`src/rtl/mem_arbiter.sv`:
```
// Two-requester memory arbiter: round-robin grant, one outstanding access,
// bounded wait on mem_ready with a timeout fault returned to the requester.
module mem_arbiter #(
    parameter int TIMEOUT_CYCLES = 15
) (
    input  logic        clk,
    input  logic        reset_n,
    input  logic        r0_req,
    input  logic        r0_is_write,
    input  logic        r0_is_unsigned,
    input  logic [1:0]  r0_op,
    input  logic [31:0] r0_addr,
    input  logic [31:0] r0_wdata,
    output logic        r0_ack,
    output logic [31:0] r0_rdata,
    output logic [2:0]  r0_fault,
    input  logic        r1_req,
    input  logic        r1_is_write,
    input  logic        r1_is_unsigned,
    input  logic [1:0]  r1_op,
    input  logic [31:0] r1_addr,
    input  logic [31:0] r1_wdata,
    output logic        r1_ack,
    output logic [31:0] r1_rdata,
    output logic [2:0]  r1_fault,
    output logic        mem_enable_n,
    output logic        mem_is_write,
    output logic        mem_is_unsigned,
    output logic [1:0]  mem_op,
    output logic [31:0] mem_addr,
    output logic [31:0] mem_in,
    input  logic [31:0] mem_out,
    input  logic        mem_ready,
    input  logic        mem_op_fault,
    input  logic        mem_addr_fault,
    input  logic        mem_access_fault_n
);
    typedef enum logic [1:0] {IDLE, ACCESS, RESP} state_t;

    localparam logic [7:0] TIMEOUT_LAST = 8'(TIMEOUT_CYCLES - 1);

    state_t      state_reg, state_next;
    logic        grant_reg;
    logic        last_grant_reg;
    logic        cmd_is_write_reg;
    logic        cmd_is_unsigned_reg;
    logic [1:0]  cmd_op_reg;
    logic [31:0] cmd_addr_reg;
    logic [31:0] cmd_wdata_reg;
    logic [31:0] rdata_reg;
    logic [2:0]  fault_reg;
    logic [7:0]  count_reg;
    logic        winner;
    logic        any_req;
    logic        timeout_hit;
    logic        ack_vec   [2];
    logic [31:0] rdata_vec [2];
    logic [2:0]  fault_vec [2];

    assign any_req     = r0_req | r1_req;
    assign timeout_hit = (count_reg == TIMEOUT_LAST);

    // On a tie the requester not served last wins; otherwise the lone requester.
    always_comb begin
        winner = r1_req;
        if (r0_req && r1_req) begin
            winner = ~last_grant_reg;
        end
    end

    always_ff @(posedge clk or negedge reset_n) begin
        if (!reset_n) begin
            state_reg <= IDLE;
        end else begin
            state_reg <= state_next;
        end
    end

    always_comb begin
        state_next = state_reg;
        case (state_reg)
            IDLE:    if (any_req) state_next = ACCESS;
            ACCESS:  if (mem_ready || timeout_hit) state_next = RESP;
            RESP:    state_next = IDLE;
            default: state_next = IDLE;
        endcase
    end

    always_ff @(posedge clk or negedge reset_n) begin
        if (!reset_n) begin
            grant_reg           <= 1'b0;
            last_grant_reg      <= 1'b1;
            cmd_is_write_reg    <= 1'b0;
            cmd_is_unsigned_reg <= 1'b0;
            cmd_op_reg          <= 2'b00;
            cmd_addr_reg        <= 32'h0;
            cmd_wdata_reg       <= 32'h0;
            rdata_reg           <= 32'h0;
            fault_reg           <= 3'b000;
            count_reg           <= 8'h0;
        end else begin
            case (state_reg)
                IDLE: begin
                    if (any_req) begin
                        grant_reg           <= winner;
                        cmd_is_write_reg    <= winner ? r1_is_write    : r0_is_write;
                        cmd_is_unsigned_reg <= winner ? r1_is_unsigned : r0_is_unsigned;
                        cmd_op_reg          <= winner ? r1_op          : r0_op;
                        cmd_addr_reg        <= winner ? r1_addr        : r0_addr;
                        cmd_wdata_reg       <= winner ? r1_wdata       : r0_wdata;
                        count_reg           <= 8'h0;
                    end
                end
                ACCESS: begin
                    // A ready response in the final wait cycle beats the timeout.
                    if (mem_ready) begin
                        rdata_reg <= mem_out;
                        fault_reg <= {mem_op_fault, mem_addr_fault, ~mem_access_fault_n};
                    end else if (timeout_hit) begin
                        rdata_reg <= 32'h0;
                        fault_reg <= 3'b001;
                    end else begin
                        count_reg <= count_reg + 8'h1;
                    end
                end
                RESP: last_grant_reg <= grant_reg;
                default: ;
            endcase
        end
    end

    assign mem_enable_n    = (state_reg != ACCESS);
    assign mem_is_write    = cmd_is_write_reg;
    assign mem_is_unsigned = cmd_is_unsigned_reg;
    assign mem_op          = cmd_op_reg;
    assign mem_addr        = cmd_addr_reg;
    assign mem_in          = cmd_wdata_reg;

    generate
        for (genvar gi = 0; gi < 2; gi++) begin : g_resp
            assign ack_vec[gi]   = (state_reg == RESP) && (grant_reg == 1'(gi));
            assign rdata_vec[gi] = ack_vec[gi] ? rdata_reg : 32'h0;
            assign fault_vec[gi] = ack_vec[gi] ? fault_reg : 3'b000;
        end
    endgenerate

    assign r0_ack   = ack_vec[0];
    assign r1_ack   = ack_vec[1];
    assign r0_rdata = rdata_vec[0];
    assign r1_rdata = rdata_vec[1];
    assign r0_fault = fault_vec[0];
    assign r1_fault = fault_vec[1];

endmodule
```
`config.mk`:
```
export PLATFORM = sky130hd
export DESIGN_NAME = mem_arbiter
export DESIGN_NICKNAME = d
export VERILOG_FILES = /design/src/rtl/mem_arbiter.sv
export SDC_FILE = /design/constraint.sdc
export NUM_CORES = 1
export LEC_CHECK = 0
export BUFFER_PORTS_ARGS = -buffer_cell sky130_fd_sc_hd__buf_2
export CAP_MARGIN = 20
export CORE_AREA = 2 2 125 127
export DETAILED_ROUTE_END_ITERATION = 16
export DIE_AREA = 0 0 127 129
export HOLD_SLACK_MARGIN = 0.03
export PLACE_DENSITY = 0.7
export SLEW_MARGIN = 15
export SYNTH_ARGS = -nofsm -noshare
export SYNTH_HDL_FRONTEND = slang
export SYNTH_SLANG_ARGS = --single-unit
```
`constraint.sdc`:
```
create_clock -name clk -period 1.5 [get_ports clk]
set_input_delay 0 -clock clk [delete_from_list [all_inputs] [get_ports clk]]
set_output_delay 0 -clock clk [all_outputs]
set_load 0.03 [all_outputs]
```
# [Yosys cells after proc, flatten, opt, wreduce, memory -nomap -nowiden]
# Index checks and enable logic that the tools add are counted.
[classes] n_addsub=1 eq_ne=8 muxes=21 n_bitwise=4 reduce_logical=11
[op_table] op="$mux 32" n=6
[op_table] op="$mux 8" n=3
[op_table] op="$pmux 8 s2" n=1
[op_table] op="$mux 3" n=4
[op_table] op="$add 8x1->8 const B" n=1
[op_table] op="$eq 8x4->1 const B" n=1
[op_table] op="$ne 2x2->1 const B" n=4
[op_table] op="$mux 2" n=3
[op_table] op="$reduce_and 2->1" n=3
[op_table] op="$pmux 2 s2" n=1
[op_table] op="$reduce_and 4->1" n=1
[op_table] op="$reduce_bool 2->1" n=2
[op_table] op="$logic_and 1x1->1" n=3
[op_table] op="$mux 1" n=3
[op_table] op="$not 1->1" n=3
[op_table] op="$eq 2x1->1 const B" n=1
[op_table] op="$eq 2x2->1 const B" n=1
[op_table] op="$logic_not 2->1" n=1
[op_table] op="$ne 2x1->1 const B" n=1
[op_table] op="$logic_or 1x1->1" n=1
[op_table] op="$or 1x1->1" n=1
[word_totals] regBits=115 in_bits=176 out_inout_bits=141 wordCells=56

# [Depth between registers and ports, before layout]
# Gate-level depths: netlist of the first run.
[depth] ltp_word=4 depth_mapped=7

# [Least setup slack after synthesis of the first run]
# OpenSTA, ideal clock, no wires.
[synth_path] path_kind="register to output" start="register state_reg[0]" end="output port r1_fault[0]" arrival_time_ns=1.637 t_required_ns=1.500 setup_slack_ns=-0.137 path_stages_with_launch=5 path_buffers=1 path_cell_list="dfrtp_1 nand2b_1 nor2_1 clkbuf_1 and2_1"
[synth_via] elab_chain_cells=3
[synth_lines] item="start: declaration" line_no="42" source="state_t state_reg, state_next;"
[synth_lines] item="start signal: assignment" line_no="75" source="state_reg <= state_next;"
[synth_lines] item="$eq 2x2->1" line_no="141" source="assign ack_vec[gi] = (state_reg == RESP) && (grant_reg == 1'(gi));"
[synth_lines] item="$logic_and 1x1->1" line_no="141"
[synth_lines] item="net r1_ack" line_no="23" source="output logic r1_ack,"
[synth_lines] item="$mux 3" line_no="143" source="assign fault_vec[gi] = ack_vec[gi] ? fault_reg : 3'b000;"
[synth_lines] item="end: declaration" line_no="25" source="output logic [2:0] r1_fault,"
# The timed path passes the listed nets, and every way through them passes these cells.

# [Worst setup path after layout of the first run]
[layout_path] start="register state_reg[0]" end="register cmd_wdata_reg[23] (netlist: mem_in[23])"
[layout_via] elab_chain_cells=2
[layout_lines] item="$logic_not 2->1" line_no="102" source="case (state_reg)"
[layout_lines] item="$reduce_and 2->1 (no source line)"
[layout_lines] item="end signal: assignment" line_no="110" source="cmd_wdata_reg <= winner ? r1_wdata : r0_wdata;"
[layout_lines] item="end: declaration" line_no="49" source="logic [31:0] cmd_wdata_reg;"
# No other way between the ends.
# A chain may end at the register's enable or synchronous reset.

==> results of run 1 <==
## worst max-delay path by stage
| stage | cells past startpoint | endpoint | slack, ps | startpoint |
|---|---|---|---|---|
| after floorplan | 7 | count_reg[4]$_DFFE_PN0P_ | -10 | count_reg[0]$_DFFE_PN0P_ |
| after global placement | 4 | count_reg[7]$_DFFE_PN0P_ | -40 | state_reg[0]$_DFFE_PN0P_ |
| after detailed placement | 7 | count_reg[0]$_DFFE_PN0P_ | -80 | count_reg[0]$_DFFE_PN0P_ |
| after CTS | 6 | r1_rdata[10] | -180 | state_reg[0]$_DFFE_PN0P_ |
| after global routing | 6 | count_reg[6]$_DFFE_PN0P_ | -290 | state_reg[0]$_DFFE_PN0P_ |
| final | 8 | mem_in[23]$_DFFE_PN0P_ | -260 | state_reg[0]$_DFFE_PN0P_ |
## cell type report
class	instances	area, µm²
timing repair buffer	579	5050
fill	826	3410
sequential	115	2880
multi-input combinational	368	2820
clock buffer	21	480
tap	188	235
clock inverter	10	82.6
inverter	4	17.5
antenna	1	2.50
## report_power, final
part / switching (µW) / internal [µW] / total, µW
registers: 1070 / 4550 / 5630
logic: 6050 / 4910 / 11000
clock network: 1430 / 2420 / 3850
## placed cells by master (no fill, tap or decap), types with 6 or more instances in the layout
cell type	netlist	final
and2_4	0	61
and2_1	72	12
mux2i_1	68	67
buf_2	18	242
clkbuf_16	0	32
dfrtp_1	114	114
buf_4	9	37
nor2_1	76	68
buf_6	5	88
clkinv_2	0	6
a21oi_1	69	62
buf_8	0	7
dlygate4sd3_1	0	172
a22o_1	34	34
a21oi_2	0	7
buf_12	0	17
nand3_1	6	6
## cell families (layout without fill, tap and decap cells)
logic type	after synthesis	count (layout)	share of synthesized area, %
AND/OR/NAND/NOR	169	170	15.8
buffers and inverters	44	614	4.74
AO/OA/AOI/OAI	127	128	14.8
multiplexers	68	68	12.3
adder cells (fa/ha/maj)	2	2	0.451
flip-flops	115	115	51.9
other	0	1	0
## worst max-delay path, cell delays in order (launching register included)
cell	delay, ps
dfrtp_1	400
buf_4	150
or2_4	250
nor2_4	200
buf_12	130
clkbuf_16	150
buf_8	120
nor2_1	40
a21oi_1	210
## what timing repair did
item / CTS / global route
hold endpoints to repair: 218 / 0
setup buffers: 5 / 23
pin swaps: 4 / 22
hold buffers: 172 / 0
gates cloned: 2 / 23
resized for setup: 114 / 176
setup endpoints to repair: 118 / 162
## per-layer routing
| layer | GRT usage (%) | part of all wire (%) | wire length [µm] | up-vias |
|---|---|---|---|---|
| met5 | 0 | 0 | 0 | - |
| met4 | 13.4 | 4.5 | 1180 | 0 |
| met3 | 7.57 | 8.0 | 2110 | 100 |
| met2 | 45.8 | 52 | 13800 | 425 |
| li1 | - | - | - | 2970 |
| met1 | 27.7 | 35 | 9350 | 3320 |
## metrics by stage
stage / hold WS [ps] / power, µW / util, % / area (µm²) / TNS, ps
2_1_floorplan: -296 / 10400 / - / 5550 / -38.9
3_3_place_gp: -73.3 / 13000 / 51.1 / 7650 / -173
3_5_place_dp: -71.2 / 13200 / 51.1 / 7650 / -868
4_1_cts: 34.6 / 17800 / 69.2 / 10400 / -12330
5_1_grt: 75.6 / 21300 / 77.2 / 11600 / -33430
6_report: 52.2 / 20400 / 77.2 / 11600 / -25690
==> impl_metrics.toml, run 1 <==
[outcome]
status = "finished, violations left"
violations = "setup timing"

[floorplanning]
start_util_pct = 37.0
fp.dieH_um = 129
io_pins = 317
core-area_um2 = 15000
die_w_um = 127
rows = 45
dieArea_um2 = 16400

[route]
drt_first_pass_iters = 5
drc = 0
routedWlPerCell_um = 20.6
routed_via_density = 5.30
ant_nets = 0
drt_iter0_markers = 439
drt-total-wl_um = 26500
vias = 6815

[clock_tree]
clkTransAtPathRegs_ps = 60
h-tree-depth = 4
clockRootBuffer = "clkbuf_16"
clk_latency_ps = 410
cts_buffer_depth = 2
cts_tree = "yes"
cts.sinks = 115
cts_buffers = 17

[power_and_ir_drop]
p_leak_uw = 0.00558
power_density_nw_per_um2 = 1770
peakVddDrop_mv = 0.864

[grt]
grt_pass1_vias = 6414
track_usage_pct = 25.7
antenna_found_initial = 1
gr-total-overflow = 0
grt_pass1_wl_um = 32500
grt_max_degree = 48

[placement]
dp_hpwl_um = 12400
place_congestion = 0.815
portBuffers = 316
place_ws_ps = -78.3
dp.cells = 1031

[synthesis]
synthCells = 525
ys.flop_type = "dfrtp_1"
synth_common_cells = "dfrtp_1 (114), nor2_1 (76), and2_1 (72), a21oi_1 (69), mux2i_1 (68)"
yosysTopAreaCellShare_pct = 51.4
async_flop_share_pct = 100
synth_area_leaders = "dfrtp_1 (51%), mux2i_1 (12%), and2_1 (8.1%)"
ys_seq_elements = 115
synth.distinct_cells = 40
syn_nets = 703
yosysSeqAreaShare_pct = 51.9
synthesis.area_um2 = 5550
avgSynthCellArea_um2 = 10.6
yosys.area.top_type = "dfrtp_1"
synth_warnings = 0
synth-edff-count = 0
yosysMostFrequentCell = "dfrtp_1"

[layout]
syn_to_final_growth_pct = 109
layout.nets = 1263
drive_gt1_share_pct = 49.8
fin_cells = 1286

[timing]
finalHoldViolCount = 0
tightestPinTransition_ps = 593
timing.final.crit_share_pct = 117
setup_violations = 177
drv_slew = 0
clock_skew_ps = 8.89
relSlewSlack_pct = 60.3
worst_slack_ps = -258
fmax_mhz = 569
grt_setup_unrepaired = "true"
layout_min_cycle_time_ps = 1760

[setup_path]
timing.rr.end = "mem_in[23]$_DFFE_PN0P_"
critPathMaxFanout = 8
path_class = "register to register"
required_ps = 1810
ff2ff_setup_slack_ps = -260
crit_path_start_kind = "register"
r2r_cells = 8
r2r_start = "state_reg[0]$_DFFE_PN0P_"
arrival_ps = 2070
end_kind = "register"

[run]
drv_cap = 0

[hold_path]
worstHoldPathType = "input port to asynchronous set/reset pin"
No activity file was read; power rests on OpenSTA's default activity.
==> run 2: changes to the inputs <==
PLACE_DENSITY = 0.78   (was 0.7)
==> run 2 against run 1 <==
  * The flow still finishes with violations (setup timing)
  * Sequential share of layout area fell by 0.79 points
  * Register-to-register slack improved by 96 ps
  * Critical path depth did not move
  * Via count rose by 3.3%
  * Die area did not move
  * Core utilization rose by 2.5 points
  * Worst hold slack improved by 140 ps
  * Count of clock-buffer cells in the layout rose by 1
  * Routed wire length rose by 12%
  * Clock power rose by 4%
  * Largest cell class unchanged
  * Largest power group unchanged
==> impl_metrics.toml, run 2 (synthesis gave the netlist of run 1 again) <==
[floorplanning]
die_w_um = 127
io_pins = 317
start_util_pct = 37.0
dieArea_um2 = 16400
fp.dieH_um = 129
core-area_um2 = 15000
rows = 45

[hold_path]
worstHoldPathType = "input port to asynchronous set/reset pin"

[route]
drt-total-wl_um = 29500
drt_iter0_markers = 405
vias = 7038
drt_first_pass_iters = 4
routed_via_density = 5.54
ant_nets = 0
drc = 0
routedWlPerCell_um = 23.2

[setup_path]
end_kind = "register"
r2r_start = "state_reg[0]$_DFFE_PN0P_"
crit_start = "state_reg[0]$_DFFE_PN0P_"
timing.rr.end = "mem_addr[2]$_DFFE_PN0P_"
arrival_ps = 1970
r2r_cells = 8
required_ps = 1810
path_class = "register to register"
crit_path_start_kind = "register"
crit_end = "mem_addr[2]$_DFFE_PN0P_"
ff2ff_setup_slack_ps = -160
critPathMaxFanout = 5

[placement]
place_area_um2 = 7540
dp_hpwl_um = 12100
place_congestion = 0.785
portBuffers = 316
place_ws_ps = -115

[layout]
drive_gt1_share_pct = 55.9
layout.nets = 1244
layout_common_cells = "buf_2 (242), dlygate4sd3_1 (173), dfrtp_1 (114)"
mostFrequentLayoutCell = "buf_2"
post-route-util_pct = 79.7
syn_to_final_growth_pct = 115
postLayoutCellArea_um2 = 11900

[timing]
clock_skew_ps = 9.83
layout_min_cycle_time_ps = 1660
tightestPinTransition_ps = 675
relSlewSlack_pct = 55.0
drv_slew = 0
grt_setup_unrepaired = "true"
tns_ps = -18210
hold_ws_ps = 192
setup_violations = 178
timing.final.crit_share_pct = 111
worst_slack_ps = -163
fmax_mhz = 601
finalHoldViolCount = 0

[clock_tree]
cts.sinks = 115
cts_buffers = 17
cts_buffer_depth = 2
clk_latency_ps = 410
clockRootBuffer = "clkbuf_16"
h-tree-depth = 4
clkTransAtPathRegs_ps = 60
cts_tree = "yes"

[power_and_ir_drop]
p_leak_uw = 0.00551
p_comb_share_pct = 55.1
peakVddDrop_mv = 1.12
power_density_nw_per_um2 = 1880
p_int_uw = 12600
switchingPower_uw = 9880
power_frac_clock_pct = 17.9
sw_frac_of_total_pct = 43.9
p_seq_share_pct = 27.0

[outcome]
violations = "setup timing"
status = "finished, violations left"

[grt]
gr-total-overflow = 0
grt_pass1_wl_um = 35800
grt_pass1_vias = 6891
grt_max_degree = 116
track_usage_pct = 28.4
antenna_found_initial = 4

[run]
drv_cap = 0
run 2: power groups by stage:
stage | sequential (µW) | combinational [µW] | clock (µW)
2_1_floorplan | 7070 | 3330 | 0
3_3_place_gp | 5360 | 7480 | 0
3_5_place_dp | 5400 | 7650 | 0
4_1_cts | 5410 | 8720 | 4020
5_1_grt | 6170 | 12900 | 4200
6_report | 6070 | 12400 | 4020
run 2: cell type report:
class / count / area (µm²)
Fill cell: 752 / 3040
Clock inverter: 9 / 105
Tap cell: 188 / 235
Inverter: 4 / 20.0
Clock buffer: 22 / 474
Antenna cell: 5 / 12.5
Sequential cell: 115 / 2880
Timing Repair Buffer: 559 / 4880
Multi-Input combinational cell: 369 / 3340
run 2: worst min path at each step:
stage,slack (ps),from,to
final,190,reset_n,fault_reg[2]$_DFFE_PN0P_
after CTS,140,r0_req,grant_reg$_DFFE_PN0P_
after global routing,260,r1_req,state_reg[0]$_DFFE_PN0P_
after floorplan,-300,reset_n,count_reg[0]$_DFFE_PN0P_
after detailed placement,140,reset_n,rdata_reg[25]$_DFFE_PN0P_
after global placement,130,reset_n,fault_reg[2]$_DFFE_PN0P_
run 2: stage by stage:
step           std cells  power, µW
2_1_floorplan        525      10400
3_3_place_gp        1021      12800
3_5_place_dp        1021      13100
4_1_cts             1234      18200
5_1_grt             1269      23300
6_report            1271      22500
run 2: metal layers:
metal / GRT usage (%) / share of wire (%)
met4: 15.1 / 5.9
met2: 49.1 / 51
met3: 10.0 / 9.2
met5: 0 / 0
met1: 30.9 / 34
run 2: critical path, cell delays in order, from the launching register on:
cell       delay, ps
dfrtp_1          380
buf_4            130
or2_4            250
nor2_4           130
buf_6            140
clkbuf_16        160
buf_12           140
nor2_2            40
a21oi_2          180
run 2: what timing repair did:
action | CTS | global route
hold buffers | 173 | 0
pin swaps | 8 | 19
endpoints found under the hold margin | 218 | 0
resized for setup | 175 | 253
gates cloned | 3 | 20
endpoints found under the setup margin | 99 | 182
buffers inserted | 6 | 17
